`src/rtl/alu_mul_seq_pkg.sv`:
```
// Shared types for the p18240 datapath: ALU opcodes, multiplier sequencer
// states, and the helper that packs condition codes in ZCNV order.
package alu_mul_seq_pkg;

    typedef enum logic [2:0] {
        F_A         = 3'd0,
        F_A_PLUS_B  = 3'd1,
        F_A_MINUS_B = 3'd2,
        F_A_AND_B   = 3'd3,
        F_A_OR_B    = 3'd4,
        F_A_XOR_B   = 3'd5,
        F_B         = 3'd6,
        F_NOT_A     = 3'd7
    } alu_op_t;

    typedef enum logic [1:0] {
        IDLE = 2'd0,
        CALC = 2'd1,
        DONE = 2'd2
    } mul_state_t;

    localparam int unsigned DATA_W = 16;

    // Pack {Z, C, N, V}; V is always 0 for an unsigned product.
    function automatic logic [3:0] make_cc(input logic [DATA_W-1:0] result,
                                           input logic carry);
        make_cc = {(result == 16'd0), carry, result[DATA_W-1], 1'b0};
    endfunction

endpackage

```
`src/rtl/alu_mul_seq_alu.sv`:
```
// Combinational 16-bit ALU used for the accumulate step of the multiplier.
module alu_mul_seq_alu
    import alu_mul_seq_pkg::*;
(
    input  logic [15:0] inA_i,
    input  logic [15:0] inB_i,
    input  alu_op_t     op_i,
    output logic [15:0] out_o,
    output logic        carry_o
);

    logic [16:0] sum_s;

    // Operation decode; carry is only meaningful for add/subtract.
    always_comb begin
        sum_s   = 17'd0;
        out_o   = inA_i;
        carry_o = 1'b0;
        case (op_i)
            F_A: begin
                out_o = inA_i;
            end
            F_A_PLUS_B: begin
                sum_s   = {1'b0, inA_i} + {1'b0, inB_i};
                out_o   = sum_s[15:0];
                carry_o = sum_s[16];
            end
            F_A_MINUS_B: begin
                sum_s   = {1'b0, inA_i} + {1'b0, ~inB_i} + 17'd1;
                out_o   = sum_s[15:0];
                carry_o = sum_s[16];
            end
            F_A_AND_B: begin
                out_o = inA_i & inB_i;
            end
            F_A_OR_B: begin
                out_o = inA_i | inB_i;
            end
            F_A_XOR_B: begin
                out_o = inA_i ^ inB_i;
            end
            F_B: begin
                out_o = inB_i;
            end
            F_NOT_A: begin
                out_o = ~inA_i;
            end
            default: begin
                out_o   = inA_i;
                carry_o = 1'b0;
            end
        endcase
    end

endmodule

```
`src/rtl/alu_mul_seq.sv`:
```
// Shift-and-add sequencer producing the low 16 bits of a 16x16 unsigned
// product, one ALU add per multiplier bit, with sticky overflow tracking.
module alu_mul_seq
    import alu_mul_seq_pkg::*;
(
    input  logic        clock,
    input  logic        reset_L,
    input  logic        start,
    input  logic [15:0] mcand,
    input  logic [15:0] mplier,
    output logic        busy,
    output logic        done,
    output logic [15:0] product,
    output logic [3:0]  condCodes
);

    mul_state_t  state_q, state_d;
    logic [15:0] acc_q, acc_d;
    logic [15:0] mc_q, mc_d;
    logic [15:0] mp_q, mp_d;
    logic        lost_q, lost_d;
    logic        ovf_q, ovf_d;
    logic [15:0] product_q, product_d;
    logic [3:0]  cc_q, cc_d;
    logic        busy_q;
    logic        done_q;

    logic [15:0] alu_out_s;
    logic        alu_carry_s;

    alu_mul_seq_alu u_alu (
        .inA_i   (acc_q),
        .inB_i   (mc_q),
        .op_i    (F_A_PLUS_B),
        .out_o   (alu_out_s),
        .carry_o (alu_carry_s)
    );

    // Next-state and datapath update; results latch on the edge entering DONE.
    always_comb begin
        state_d   = state_q;
        acc_d     = acc_q;
        mc_d      = mc_q;
        mp_d      = mp_q;
        lost_d    = lost_q;
        ovf_d     = ovf_q;
        product_d = product_q;
        cc_d      = cc_q;
        case (state_q)
            IDLE: begin
                if (start) begin
                    acc_d   = 16'd0;
                    mc_d    = mcand;
                    mp_d    = mplier;
                    lost_d  = 1'b0;
                    ovf_d   = 1'b0;
                    state_d = (mplier != 16'd0) ? CALC : DONE;
                end else begin
                    state_d = IDLE;
                end
            end
            CALC: begin
                if (mp_q[0]) begin
                    acc_d = alu_out_s;
                    // A multiplicand bit already shifted out would have landed
                    // above bit 15, so it counts as overflow once it is added.
                    ovf_d = ovf_q | alu_carry_s | lost_q;
                end else begin
                    acc_d = acc_q;
                    ovf_d = ovf_q;
                end
                mc_d   = {mc_q[14:0], 1'b0};
                lost_d = lost_q | mc_q[15];
                mp_d   = {1'b0, mp_q[15:1]};
                if (mp_q[15:1] == 15'd0) begin
                    state_d = DONE;
                end else begin
                    state_d = CALC;
                end
            end
            DONE: begin
                state_d = IDLE;
            end
            default: begin
                state_d = IDLE;
            end
        endcase
        if (state_d == DONE) begin
            product_d = acc_d;
            cc_d      = make_cc(acc_d, ovf_d);
        end else begin
            product_d = product_q;
            cc_d      = cc_q;
        end
    end

    // State and datapath registers with synchronous active-low reset.
    always_ff @(posedge clock) begin
        if (!reset_L) begin
            state_q   <= IDLE;
            acc_q     <= 16'd0;
            mc_q      <= 16'd0;
            mp_q      <= 16'd0;
            lost_q    <= 1'b0;
            ovf_q     <= 1'b0;
            product_q <= 16'd0;
            cc_q      <= 4'b0000;
            busy_q    <= 1'b0;
            done_q    <= 1'b0;
        end else begin
            state_q   <= state_d;
            acc_q     <= acc_d;
            mc_q      <= mc_d;
            mp_q      <= mp_d;
            lost_q    <= lost_d;
            ovf_q     <= ovf_d;
            product_q <= product_d;
            cc_q      <= cc_d;
            busy_q    <= (state_d == CALC);
            done_q    <= (state_d == DONE);
        end
    end

    assign busy      = busy_q;
    assign done      = done_q;
    assign product   = product_q;
    assign condCodes = cc_q;

endmodule
```
`config.mk`:
```
export PLATFORM = sky130hd
export DESIGN_NAME = alu_mul_seq
export DESIGN_NICKNAME = d
export VERILOG_FILES = /design/src/rtl/alu_mul_seq_pkg.sv /design/src/rtl/alu_mul_seq_alu.sv /design/src/rtl/alu_mul_seq.sv
export SDC_FILE = /design/constraint.sdc
export NUM_CORES = 1
export LEC_CHECK = 0
export ABC_CLOCK_PERIOD_IN_PS = 9110
export CORE_AREA = 2 2 142 157
export CTS_CLUSTER_DIAMETER = 100
export CTS_CLUSTER_SIZE = 20
export DETAILED_ROUTE_END_ITERATION = 6
export DIE_AREA = 0 0 144 159
export PLACE_DENSITY = 0.59
export SLEW_MARGIN = 15
export SYNTH_ARGS = -nofsm -noshare
export SYNTH_HDL_FRONTEND = slang
export SYNTH_HIERARCHICAL = 1
export SYNTH_SLANG_ARGS = --single-unit
```
`constraint.sdc`:
```
create_clock -name clock -period 9.11 [get_ports clock]
set_clock_uncertainty 0.05 [all_clocks]
set_input_delay 0.911 -clock clock [delete_from_list [all_inputs] [get_ports clock]]
set_output_delay 0.911 -clock clock [all_outputs]
set_load 0.005 [all_outputs]
```
# Word-level counts from Yosys, hierarchy flattened
# Index checks and enable logic that the tools add are counted.
[totals]
register_bits = 73
input_bits = 35
[classes]
bitwise_logic = 3
reduce_logical = 6
n_addsub = 1
eq_ne = 4
mux = 16
[op_table]
columns = ["cell", "count"]
rows = [
  ["16-bit one-hot mux with 2 select lines", 3],
  ["16-bit 2-to-1 mux", 4],
  ["16-bit by 16-bit adder with 17-bit output", 1],
  ["16-bit logical NOT", 1],
  ["16-bit nonzero test", 1],
  ["15-bit logical NOT", 1],
  ["2-bit 2-to-1 mux", 3],
  ["2-bit by 1-bit == test with 1-bit output (second input constant)", 2],
  ["1-bit one-hot mux with 2 select lines", 2],
  ["2-bit one-hot mux with 2 select lines", 1],
  ["1-bit 2-to-1 mux", 3],
  ["1-bit OR", 3],
  ["2-bit == test (second input constant)", 1],
  ["2-bit logical NOT", 1],
  ["2-bit != test (second input constant)", 1],
  ["2-bit AND reduction", 1],
  ["2-bit nonzero test", 1],
]

# Longest topological paths before layout
# Gate-level depths: netlist of the first run.
[depth]
ltp_word = 5
ltp_mapped = 15
ltp_nobuf = 15

# Cells and area by module
# The synthesis of the first run kept the hierarchy.
[by_module_without_submodules]
columns = ["module", "cells_per_inst", "area_each_um2", "n_inst", "seq_area_each_um2"]
rows = [
  ["alu_mul_seq", 337, 3155.5, 1, 1441.4],
  ["alu_mul_seq_alu", 463, 3130.5, 1, 0.0],
]

# Worst setup path after synthesis of the first run
# No wires, ideal clock.
[synth_path]
path_kind = "register -> register"
start = "register acc_q[1]"
end = "register cc_q[3] (netlist: condCodes[3])"
stages_incl_launch_ff = 14
setup_ns = 0.070
required_time_ns = 8.990
setup_slack_ns = 5.956
synth_period_minus_slack_ns = 3.154
t_arrival_ns = 3.033
path_buffers = 0
path_cell_list = "dfxtp_1 > inv_1 > ha_1 > a211oi_1 > o211ai_1 > a211oi_1 > mux2i_1 > nor4_1 > a31oi_1 > and2b_1 > a221oi_1 > nand4_1 > nor4_1 > o2bb2ai_1"
[synth_between]
elab_chain_len = 4
elab_cells_between_ends = 5
[synth_lines]
columns = ["item", "line", "rtl"]
rows = [
  ["start: declaration", "alu_mul_seq.sv:18", "logic [15:0] acc_q, acc_d;"],
  ["start signal: assignment", "alu_mul_seq.sv:101", "acc_q <= 16'd0;"],
  ["start signal: assignment", "alu_mul_seq.sv:112", "acc_q <= acc_d;"],
  ["16-bit by 16-bit adder with 17-bit output", "alu_mul_seq_alu.sv:24", "sum_s = {1'b0, inA_i} + {1'b0, inB_i};"],
  ["named net alu_out_s[15]", "alu_mul_seq.sv:28", "logic [15:0] alu_out_s;"],
  ["16-bit 2-to-1 mux", "alu_mul_seq.sv:63", "if (mp_q[0]) begin"],
  ["16-bit one-hot mux with 2 select lines", "alu_mul_seq.sv:49", "case (state_q)"],
  ["16-bit logical NOT", "alu_mul_seq_pkg.sv:27", "make_cc = {(result == 16'd0), carry, result[DATA_W-1], 1'b0};"],
  ["end signal: assignment", "alu_mul_seq.sv:107", "cc_q <= 4'b0000;"],
  ["end signal: assignment", "alu_mul_seq.sv:118", "cc_q <= cc_d;"],
  ["end: declaration", "alu_mul_seq.sv:24", "logic [3:0] cc_q, cc_d;"],
]
# The timed path passes the listed nets, and every way through them passes these cells.
# A chain may end at the register's enable or synchronous reset.

# Final worst setup path of the first run
# Ends and elaborated chain as after synthesis.

==> impl_metrics.tcl, run 1 <==
set metrics [dict create \
    total_power_uw 1010 \
    nets 901 \
    synth_area_mm2 0.00629 \
    antenna_found_initial 0 \
    via_per_inst 5.56 \
    clkTransAtPathRegs_ns 0.06 \
    area_growth_pct 15.1 \
    ys_types 79 \
    num_antenna_cells 0 \
    gp_congestion 0.984 \
    avgSynthCellArea_um2 7.86 \
    drc_errors 0 \
    numCtsBuffers 9 \
    synthAdderAreaFrac_pct 10.6 \
    htreeDepth 3 \
    tightestPinTransition_ns 0.960 \
    cts.repair.resized 0 \
    grt_pass1_wl_mm 32.5 \
    synth_compound_area_share_pct 33.2 \
    setup_viol 0 \
    drt-wirelength-per-cell_um 18.7 \
    synth_mux_area_share_pct 3.05 \
    worstPathRequired_ns 9.32 \
    synth_xor_area_share_pct 0.836 \
    ys_seq_elements 72 \
    period_share_pct 41.6 \
    dieArea_mm2 0.0229 \
    ys_seq_area_share_pct 22.9 \
    die_w_um 144 \
    cts_root_buffer "clkbuf_16" \
    grt_use_total_pct 17.9 \
    setup_tns_ns 0 \
    yosysWarnings 6 \
    ios 57 \
    outcome "completed" \
    grt_start_max_net_pins 73 \
    post_cts_buffers 0 \
    critical_path_arrival_ns 4.00 \
    cts_tree "built" \
    grt.overflow.total 0 \
    slew_violations 0 \
    synth-simple-area-share_pct 20.9 \
    grt_setup_unrepaired "false" \
    synth_edf_count 0 \
    initial_core_util_pct 29.6 \
    dp_hpwl_mm 14.8 \
    ys_async_sr_fraction_pct 0 \
    path_class "flop to flop" \
    drive_gt1_share_pct 7.33 \
    netlist_instances 800 \
    routed_wl_mm 20.7 \
    clk_path_buf_depth 2 \
    synth_top_family_by_area "compound AO/OA/AOI/OAI gates" \
    worstSkewPairLatency_ns 0.34 \
    maxSlewHeadroom_pct 35.9 \
    port_buffers 55 \
    p_leak_uw 0.00296 \
    ys.flop_type "dfxtp_1" \
    initialDrtViolationCount 573 \
    core-area_mm2 0.0212 \
    finalHoldViolations 0 \
    routed-via-count 6165 \
    ant_nets 0 \
    vdd_drop_max_v 0.0000960 \
    hold_buffers 0 \
    crit_path_start_kind "flop" \
    crit_path_end_kind "flop" \
    dp_slack_ns 5.39 \
    rows 56 \
    crit_fanout 6 \
    drv_cap 0 \
    grt_pass1_vias 5829 \
    cts_sinks 72 \
    period_minus_slack_ns 3.79 \
    max_freq_mhz 264 \
    fin_ws_ns 5.32 \
    hold_path_class "flop to flop" \
    power_density_mw_per_mm2 139 \
    die_h_um 159 \
    first_pass_iters 5 \
]
-- cell usage after synthesis (all sizes together), types with 4 or more instances --
cell type / n / area [um2]
clkbuf: 35 / 131
and2: 6 / 37.5
mux2i: 9 / 90.1
a22o: 8 / 70.1
nand4: 8 / 50.1
or3: 4 / 25.0
a21o: 4 / 30.0
nor2b: 38 / 245
nand2: 46 / 173
inv: 54 / 203
a211oi: 9 / 72.6
o21ai: 41 / 205
and3b: 16 / 140
nand3: 16 / 80.1
dfxtp: 72 / 1440
nor3: 10 / 55.1
ha: 50 / 626
a22oi: 7 / 52.6
a31oi: 9 / 56.3
mux2: 5 / 56.3
o211a: 18 / 180
o22ai: 22 / 144
a2111oi: 4 / 53.8
nor4: 11 / 68.8
a221o: 4 / 40.0
o211ai: 9 / 72.6
and2b: 8 / 60.1
a221oi: 23 / 264
o221ai: 16 / 140
nor2: 78 / 293
a21oi: 72 / 375
buf: 29 / 195
-- metrics by stage --
stage          cells  utilization [%]  hold WS (ns)  cell area, um2
6_report        1109             34.1         0.429            7230
5_1_grt         1109             34.1         0.463            7230
4_1_cts         1109             34.1         0.429            7230
3_5_place_dp    1093             32.6         0.417            6930
3_3_place_gp    1093             32.6         0.408            6930
2_1_floorplan    808                -         0.396            6320
-- worst max-delay path, stage by stage (launching register included) --
cell and delay, ns:
dfxtp_1 0.44, inv_1 0.15, ha_1 0.36, a211oi_1 0.38
o211ai_1 0.21, a211oi_1 0.31, mux2i_1 0.12, nor4_1 0.29
a31oi_1 0.12, and2b_1 0.17, a221oi_1 0.40, nand4_1 0.22
nor4_1 0.35, o2bb2ai_1 0.14
-- flip-flops by register name (all words and copies together), names as in the netlist --
signal	flops
condCodes	3
acc_q	16
busy	1
ovf_q	1
mc_q	16
mp_q	16
done	1
product	15
state_q	2
lost_q	1
-- path summary, 6_finish.rpt --
check	depth (start not counted)	slack [ns]	start	to
setup reg to reg	13	5.32	acc_q[1]	condCodes[3]
setup / recovery	13	5.32	acc_q[1]	condCodes[3]
hold / removal	2	0.43	lost_q	lost_q
hold reg to reg	2	0.43	lost_q	lost_q
-- placed cells by master (no fill, tap or decap), types with 11 or more instances in the layout --
cell,netlist,layout
dfxtp_1,72,72
nor2b_1,37,37
inv_1,50,50
nand3_1,16,16
nand2_1,46,46
o211a_1,18,18
o22ai_1,21,21
ha_1,50,50
a21oi_1,70,70
a221oi_1,13,13
nor4_1,11,11
and3b_1,16,16
clkdlybuf4s50_1,0,54
o21ai_0,24,24
o21ai_1,17,17
o221ai_1,16,16
nor2_1,78,77
-- metal layers --
| layer | up-vias | routed length, um | share of wire, % | global-route usage [%] |
|---|---|---|---|---|
| li1 | 2960 | - | - | - |
| met1 | 2893 | 8980 | 43 | 24.3 |
| met2 | 270 | 9650 | 47 | 29.0 |
| met3 | 42 | 1360 | 6.6 | 2.35 |
| met4 | 0 | 702 | 3.4 | 6.33 |
| met5 | - | 0 | 0 | 0 |
-- report_power, final --
group          internal [uW]  total [uW]  switching, uW
Combinational            114         283            170
Sequential               334         362           27.7
Clock                    220         361            141
-- final cells by class --
cell class / count / area [um2]
multi-input combinational: 618 / 4350
inverter: 54 / 203
sequential: 72 / 1440
clock inverter: 6 / 65.1
timing repair buffer: 59 / 576
fill: 2235 / 14000
clock buffer: 10 / 239
tap: 290 / 363
-- cells by family after synthesis --
| logic type | Yosys count |
|---|---|
| adders and majority gates | 52 |
| and+or+nand+nor | 253 |
| buffers and inverters | 118 |
| xor gates and xnor gates | 6 |
| muxes | 16 |
| AOI/OAI and AO/OA | 281 |
| other | 2 |
| DFF | 72 |
Note: power is estimated with default switching activity, not from simulation.
==> inputs of run 2 (changes only) <==
- ABC_CLOCK_PERIOD_IN_PS: 9110 -> 3500
- clock period: 9.11 -> 3.5 ns (I/O delays scaled with it)
==> impl_metrics.tcl, run 2 (synthesized netlist as in run 1, its figures left out) <==
set metrics [dict create \
    fill_cells 2236 \
    drt-wirelength-per-cell_um 18.3 \
    tightestPinTransition_ns 0.909 \
    cts_tree "built" \
    num_antenna_cells 0 \
    initialDrtViolationCount 484 \
    max_freq_mhz 300 \
    hold_path_depth 2 \
    reg.largest.list "acc_q: 16 flops, mc_q: 16 flops, mp_q: 16 flops" \
    crit_fanout 5 \
    grt_pass1_vias 6097 \
    ant_nets 0 \
    final_common_cell "nor2_1" \
    critical_path.max_stage_delay_ns 0.45 \
    antenna_found_initial 0 \
    finalHoldViolations 0 \
    setup_viol 0 \
    grt_setup_unrepaired "false" \
    clkTransAtPathRegs_ns 0.06 \
    cp_slowest_cell "fa_1" \
    area_growth_pct 22.2 \
    path_class "flop to flop" \
    p_leak_uw 0.00320 \
    power_density_mw_per_mm2 350 \
    dp_hpwl_mm 15.8 \
    routed-via-count 6379 \
    port_buffers 55 \
    path_cells "ha_2 -> inv_1 -> fa_1 -> nor2b_2 -> o211ai_4 -> a2111oi_4 -> nor2_1 -> a31oi_1 -> a21oi_1 -> nor2b_1 -> a221oi_2 -> nand4_1 -> nor4_2 -> o2bb2ai_1" \
    worstSkewPairLatency_ns 0.34 \
    hold_path_class "flop to flop" \
    first_pass_iters 5 \
    initial_core_util_pct 29.6 \
    dieArea_mm2 0.0229 \
    slew_violations 0 \
    drc_errors 0 \
    total_power_uw 2680 \
    period_share_pct 95.4 \
    outcome "completed" \
    critical_path_arrival_ns 3.55 \
    critPathTopFamily "compound AO/OA/AOI/OAI gates" \
    period_minus_slack_ns 3.34 \
    nets 950 \
    maxSlewHeadroom_pct 39.4 \
    drv_cap 0 \
    grt_use_total_pct 18.2 \
    die_h_um 159 \
    r2r_end "condCodes[3]" \
    hold_buffers 0 \
    crit_path_start_kind "flop" \
    die_w_um 144 \
    ios 57 \
    vdd_drop_max_v 0.000279 \
    setup_tns_ns 0 \
    layout_common_cells "nor2_1 (77), dfxtp_1 (71), a21oi_1 (69)" \
    grt.overflow.total 0 \
    gp_congestion 0.967 \
    drive_gt1_share_pct 13.9 \
    numCtsBuffers 9 \
    worstPathRequired_ns 3.71 \
    r2r_cells 14 \
    min_delay_worst_endpoint "condCodes[3]" \
    crit_path_end_kind "flop" \
    cp_num_cells 14 \
    cp_num_buf_inv 1 \
    r2r_slack_ns 0.16 \
    htreeDepth 3 \
    rr_startpoint "acc_q[0]" \
    cts_root_buffer "clkbuf_16" \
    cts_sinks 72 \
    clk_path_buf_depth 2 \
    via_per_inst 5.51 \
    grt_pass1_wl_mm 33.0 \
    rows 56 \
    routed_wl_mm 21.2 \
    grt_start_max_net_pins 55 \
    core-area_mm2 0.0212 \
    hp-start "condCodes[3]" \
]
run 2: cell types whose count changed in the layout (fill, tap and decap cells not counted), moves of 2 or more:
cell	change
inv_6	-2
nor4_2	+2
a221oi_2	+3
a211oi_2	+2
o21ai_0	-3
buf_4	+49
a211oi_1	-2
o21ai_1	+2
nor4_1	-2
a221oi_1	-3
run 2: worst min-delay path, delay by kind of cell, from the launching register on:
kind	cells	cell delay (ns)
compound gates	1	0.06
flops	1	0.31
simple gates	1	0.05
run 2: final cells by class:
| type | instances | area (um2) | area share, % |
|---|---|---|---|
| clock buffers | 11 | 243 | 3.16 |
| repair buffers | 108 | 943 | 12.3 |
| clock inverters | 5 | 56.3 | 0.733 |
| well taps | 290 | 363 | 4.72 |
| multi-input cells | 618 | 4430 | 57.7 |
| flip-flops and latches | 72 | 1440 | 18.8 |
| inverters | 54 | 203 | 2.64 |
run 2: metrics by stage:
| stage | cell area, um2 | worst slack [ns] | hold WS (ns) | cells | utilization [%] |
|---|---|---|---|---|---|
| 2_1_floorplan | 6320 | 0.346 | 0.396 | 808 | - |
| 3_3_place_gp | 7290 | 0.174 | 0.408 | 1141 | 34.3 |
| 3_5_place_dp | 7290 | 0.114 | 0.412 | 1141 | 34.3 |
| 4_1_cts | 7590 | 0.0805 | 0.423 | 1157 | 35.7 |
| 5_1_grt | 7680 | 0.0104 | 0.457 | 1158 | 36.2 |
| 6_report | 7680 | 0.162 | 0.421 | 1158 | 36.2 |
run 2: how the worst max path moves through the flow:
stage,from,endpoint,slack (ns)
3_3_place_gp,acc_q[14],condCodes[3],0.17
5_1_grt,acc_q[0],condCodes[3],0.01
4_1_cts,mc_q[1],condCodes[3],0.08
3_5_place_dp,mc_q[1],condCodes[3],0.11
6_report,acc_q[0],condCodes[3],0.16
2_1_floorplan,acc_q[1],condCodes[3],0.35
run 2: what timing repair did:
item / CTS / global route
endpoints found under the setup margin: 0 / 2
buffers inserted: 0 / 1
gates resized for setup: 0 / 18
run 2: power by group:
group	total (uW)	switching, uW	internal, uW
registers	916	46.8	869
clock network	933	362	570
logic	836	491	345
total	2680	900	1780
run 2: routing by layer:
layer	part of all wire, %	routed length (um)	vias to the layer above	track usage [%]
met3	6.4	1360	43	2.77
met2	47	9990	235	30.0
met1	43	9080	3029	23.4
met4	3.4	725	0	7.84
li1	-	-	3072	-
met5	0	0	-	0
==> inputs of run 3 (changes only) <==
- CORE_AREA: 2 2 142 157 -> 2 2 105 118
- DIE_AREA: 0 0 144 159 -> 0 0 107 120
- PLACE_DENSITY: 0.59 -> 0.88
==> impl_metrics.tcl, run 3 (synthesized netlist as in run 1, its figures left out) <==
set metrics [dict create \
    dp_slack_ns 0.0105 \
    finalHoldViolations 0 \
    grt_start_max_net_pins 73 \
    critical_path.max_stage_delay_ns 0.40 \
    fin_util_pct 64.7 \
    outcome "completed" \
    dieArea_mm2 0.0128 \
    worstPathRequired_ns 3.71 \
    grt_pass1_vias 6240 \
    reg.largest.list "acc_q: 16 flops, mc_q: 16 flops, mp_q: 16 flops" \
    power_density_mw_per_mm2 361 \
    worstSetupStartpoint "acc_q[0]" \
    gp_congestion 1.08 \
    dp_hpwl_mm 14.3 \
    ios 57 \
    rows 42 \
    total_power_uw 2740 \
    first_pass_iters 6 \
    layout.area.seq_mm2 0.00145 \
    path_class "flop to flop" \
    rr_startpoint "acc_q[0]" \
    grt_use_total_pct 31.9 \
    numCtsBuffers 9 \
    initialDrtViolationCount 1019 \
    path_cells "ha_2 -> inv_1 -> fa_2 -> nor2b_2 -> o211ai_4 -> a21oi_2 -> buf_4 -> o211a_1 -> a2111oi_0 -> o22a_1 -> nor2b_1 -> a221oi_2 -> nand4_1 -> nor4_2 -> o2bb2ai_1" \
    p_leak_uw 0.00323 \
    slew_violations 0 \
    hold_path_class "flop to flop" \
    fill_cells 870 \
    cts_sinks 72 \
    critical_path_arrival_ns 3.65 \
    max_freq_mhz 291 \
    critPathTopFamily "compound AO/OA/AOI/OAI gates" \
    cts_tree "built" \
    routed-via-count 6889 \
    area_growth_pct 20.6 \
    crit_path_end_kind "flop" \
    cp_slowest_cell "a221oi_2" \
    setup_tns_ns 0 \
    worstSkewPairLatency_ns 0.34 \
    hold_buffers 0 \
    crit_fanout 5 \
    initial_core_util_pct 53.6 \
    drt-wirelength-per-cell_um 20.8 \
    via_per_inst 6.71 \
    instances_no_fill 1026 \
    cp_num_buf_inv 2 \
    multi_input_area_mm2 0.00445 \
    hp-start "mp_q[9]" \
    setup_viol 0 \
    drv_cap 0 \
    core-area_mm2 0.0117 \
    nets 953 \
    crit_path_start_kind "flop" \
    die_h_um 120 \
    drive_gt1_share_pct 15.0 \
    ant_nets 0 \
    drc_errors 0 \
    grt.overflow.total 0 \
    htreeDepth 3 \
    period_minus_slack_ns 3.44 \
    clk_path_buf_depth 2 \
    period_share_pct 98.2 \
    clkTransAtPathRegs_ns 0.06 \
    maxSlewHeadroom_pct 23.5 \
    port_buffers 55 \
    grt_pass1_wl_mm 32.5 \
    tightestPinTransition_ns 1.15 \
    vdd_drop_max_v 0.000413 \
    dp_cells 1005 \
    fin_ws_ns 0.0632 \
    die_w_um 107 \
    routed_wl_mm 21.3 \
    final_common_cell "nor2_1" \
    cts_root_buffer "clkbuf_16" \
    layout_common_cells "nor2_1 (77), a21oi_1 (68), dfxtp_1 (68)" \
    antenna_found_initial 2 \
]
==> run 3: per-stage QoR <==
stage | hold slack, ns | cell area (um2)
after CTS | 0.456 | 7450
final | 0.454 | 7580
after floorplan | 0.396 | 6320
after global placement | 0.408 | 7120
after detailed placement | 0.420 | 7120
after global routing | 0.472 | 7580
==> run 3: area by class of cell <==
cell class / count / area share, %
diodes: 1 / 0.0330
clock buffers: 12 / 3.52
clock inverters: 4 / 0.677
inverters: 54 / 2.67
multi-input cells: 618 / 58.7
flip-flops and latches: 72 / 19.1
well taps: 154 / 2.54
repair buffers: 111 / 12.7
==> run 3: path summary, 6_finish.rpt <==
| path | to | slack [ns] | cells after the start |
|---|---|---|---|
| worst min-delay path | mp_q[9] | 0.45 | 2 |
| worst min register to register | mp_q[9] | 0.45 | 2 |
| worst max register to register | condCodes[3] | 0.06 | 15 |
| worst max-delay path | condCodes[3] | 0.06 | 15 |
==> run 3: worst reg2reg max path, cell delays in order (launching register included) <==
cell and delay [ns]:
dfxtp_2 0.36, ha_2 0.21, inv_1 0.07, fa_2 0.36
nor2b_2 0.20, o211ai_4 0.15, a21oi_2 0.18, buf_4 0.15
o211a_1 0.13, a2111oi_0 0.05, o22a_1 0.23, nor2b_1 0.15
a221oi_2 0.40, nand4_1 0.21, nor4_2 0.29, o2bb2ai_1 0.16
==> run 3: layer usage <==
| metal | vias up | global-route usage [%] | wire length (um) |
|---|---|---|---|
| li1 | 3069 | - | - |
| met1 | 3227 | 41.4 | 8340 |
| met2 | 496 | 50.9 | 9790 |
| met3 | 97 | 6.57 | 2240 |
| met4 | 0 | 13.9 | 930 |
| met5 | - | 0 | 0 |
==> run 3: repair_timing <==
item	4_1_cts	5_1_grt
gates resized for setup	2	23
setup buffers	1	3
pin swaps	2	11
endpoints found under the setup margin	1	2
==> run 3: power by group <==
part | switching (uW) | internal, uW | leakage (uW)
clock | 355 | 610 | 0.000155
combinational | 493 | 350 | 0.00248
sequential | 58.8 | 870 | 0.000591
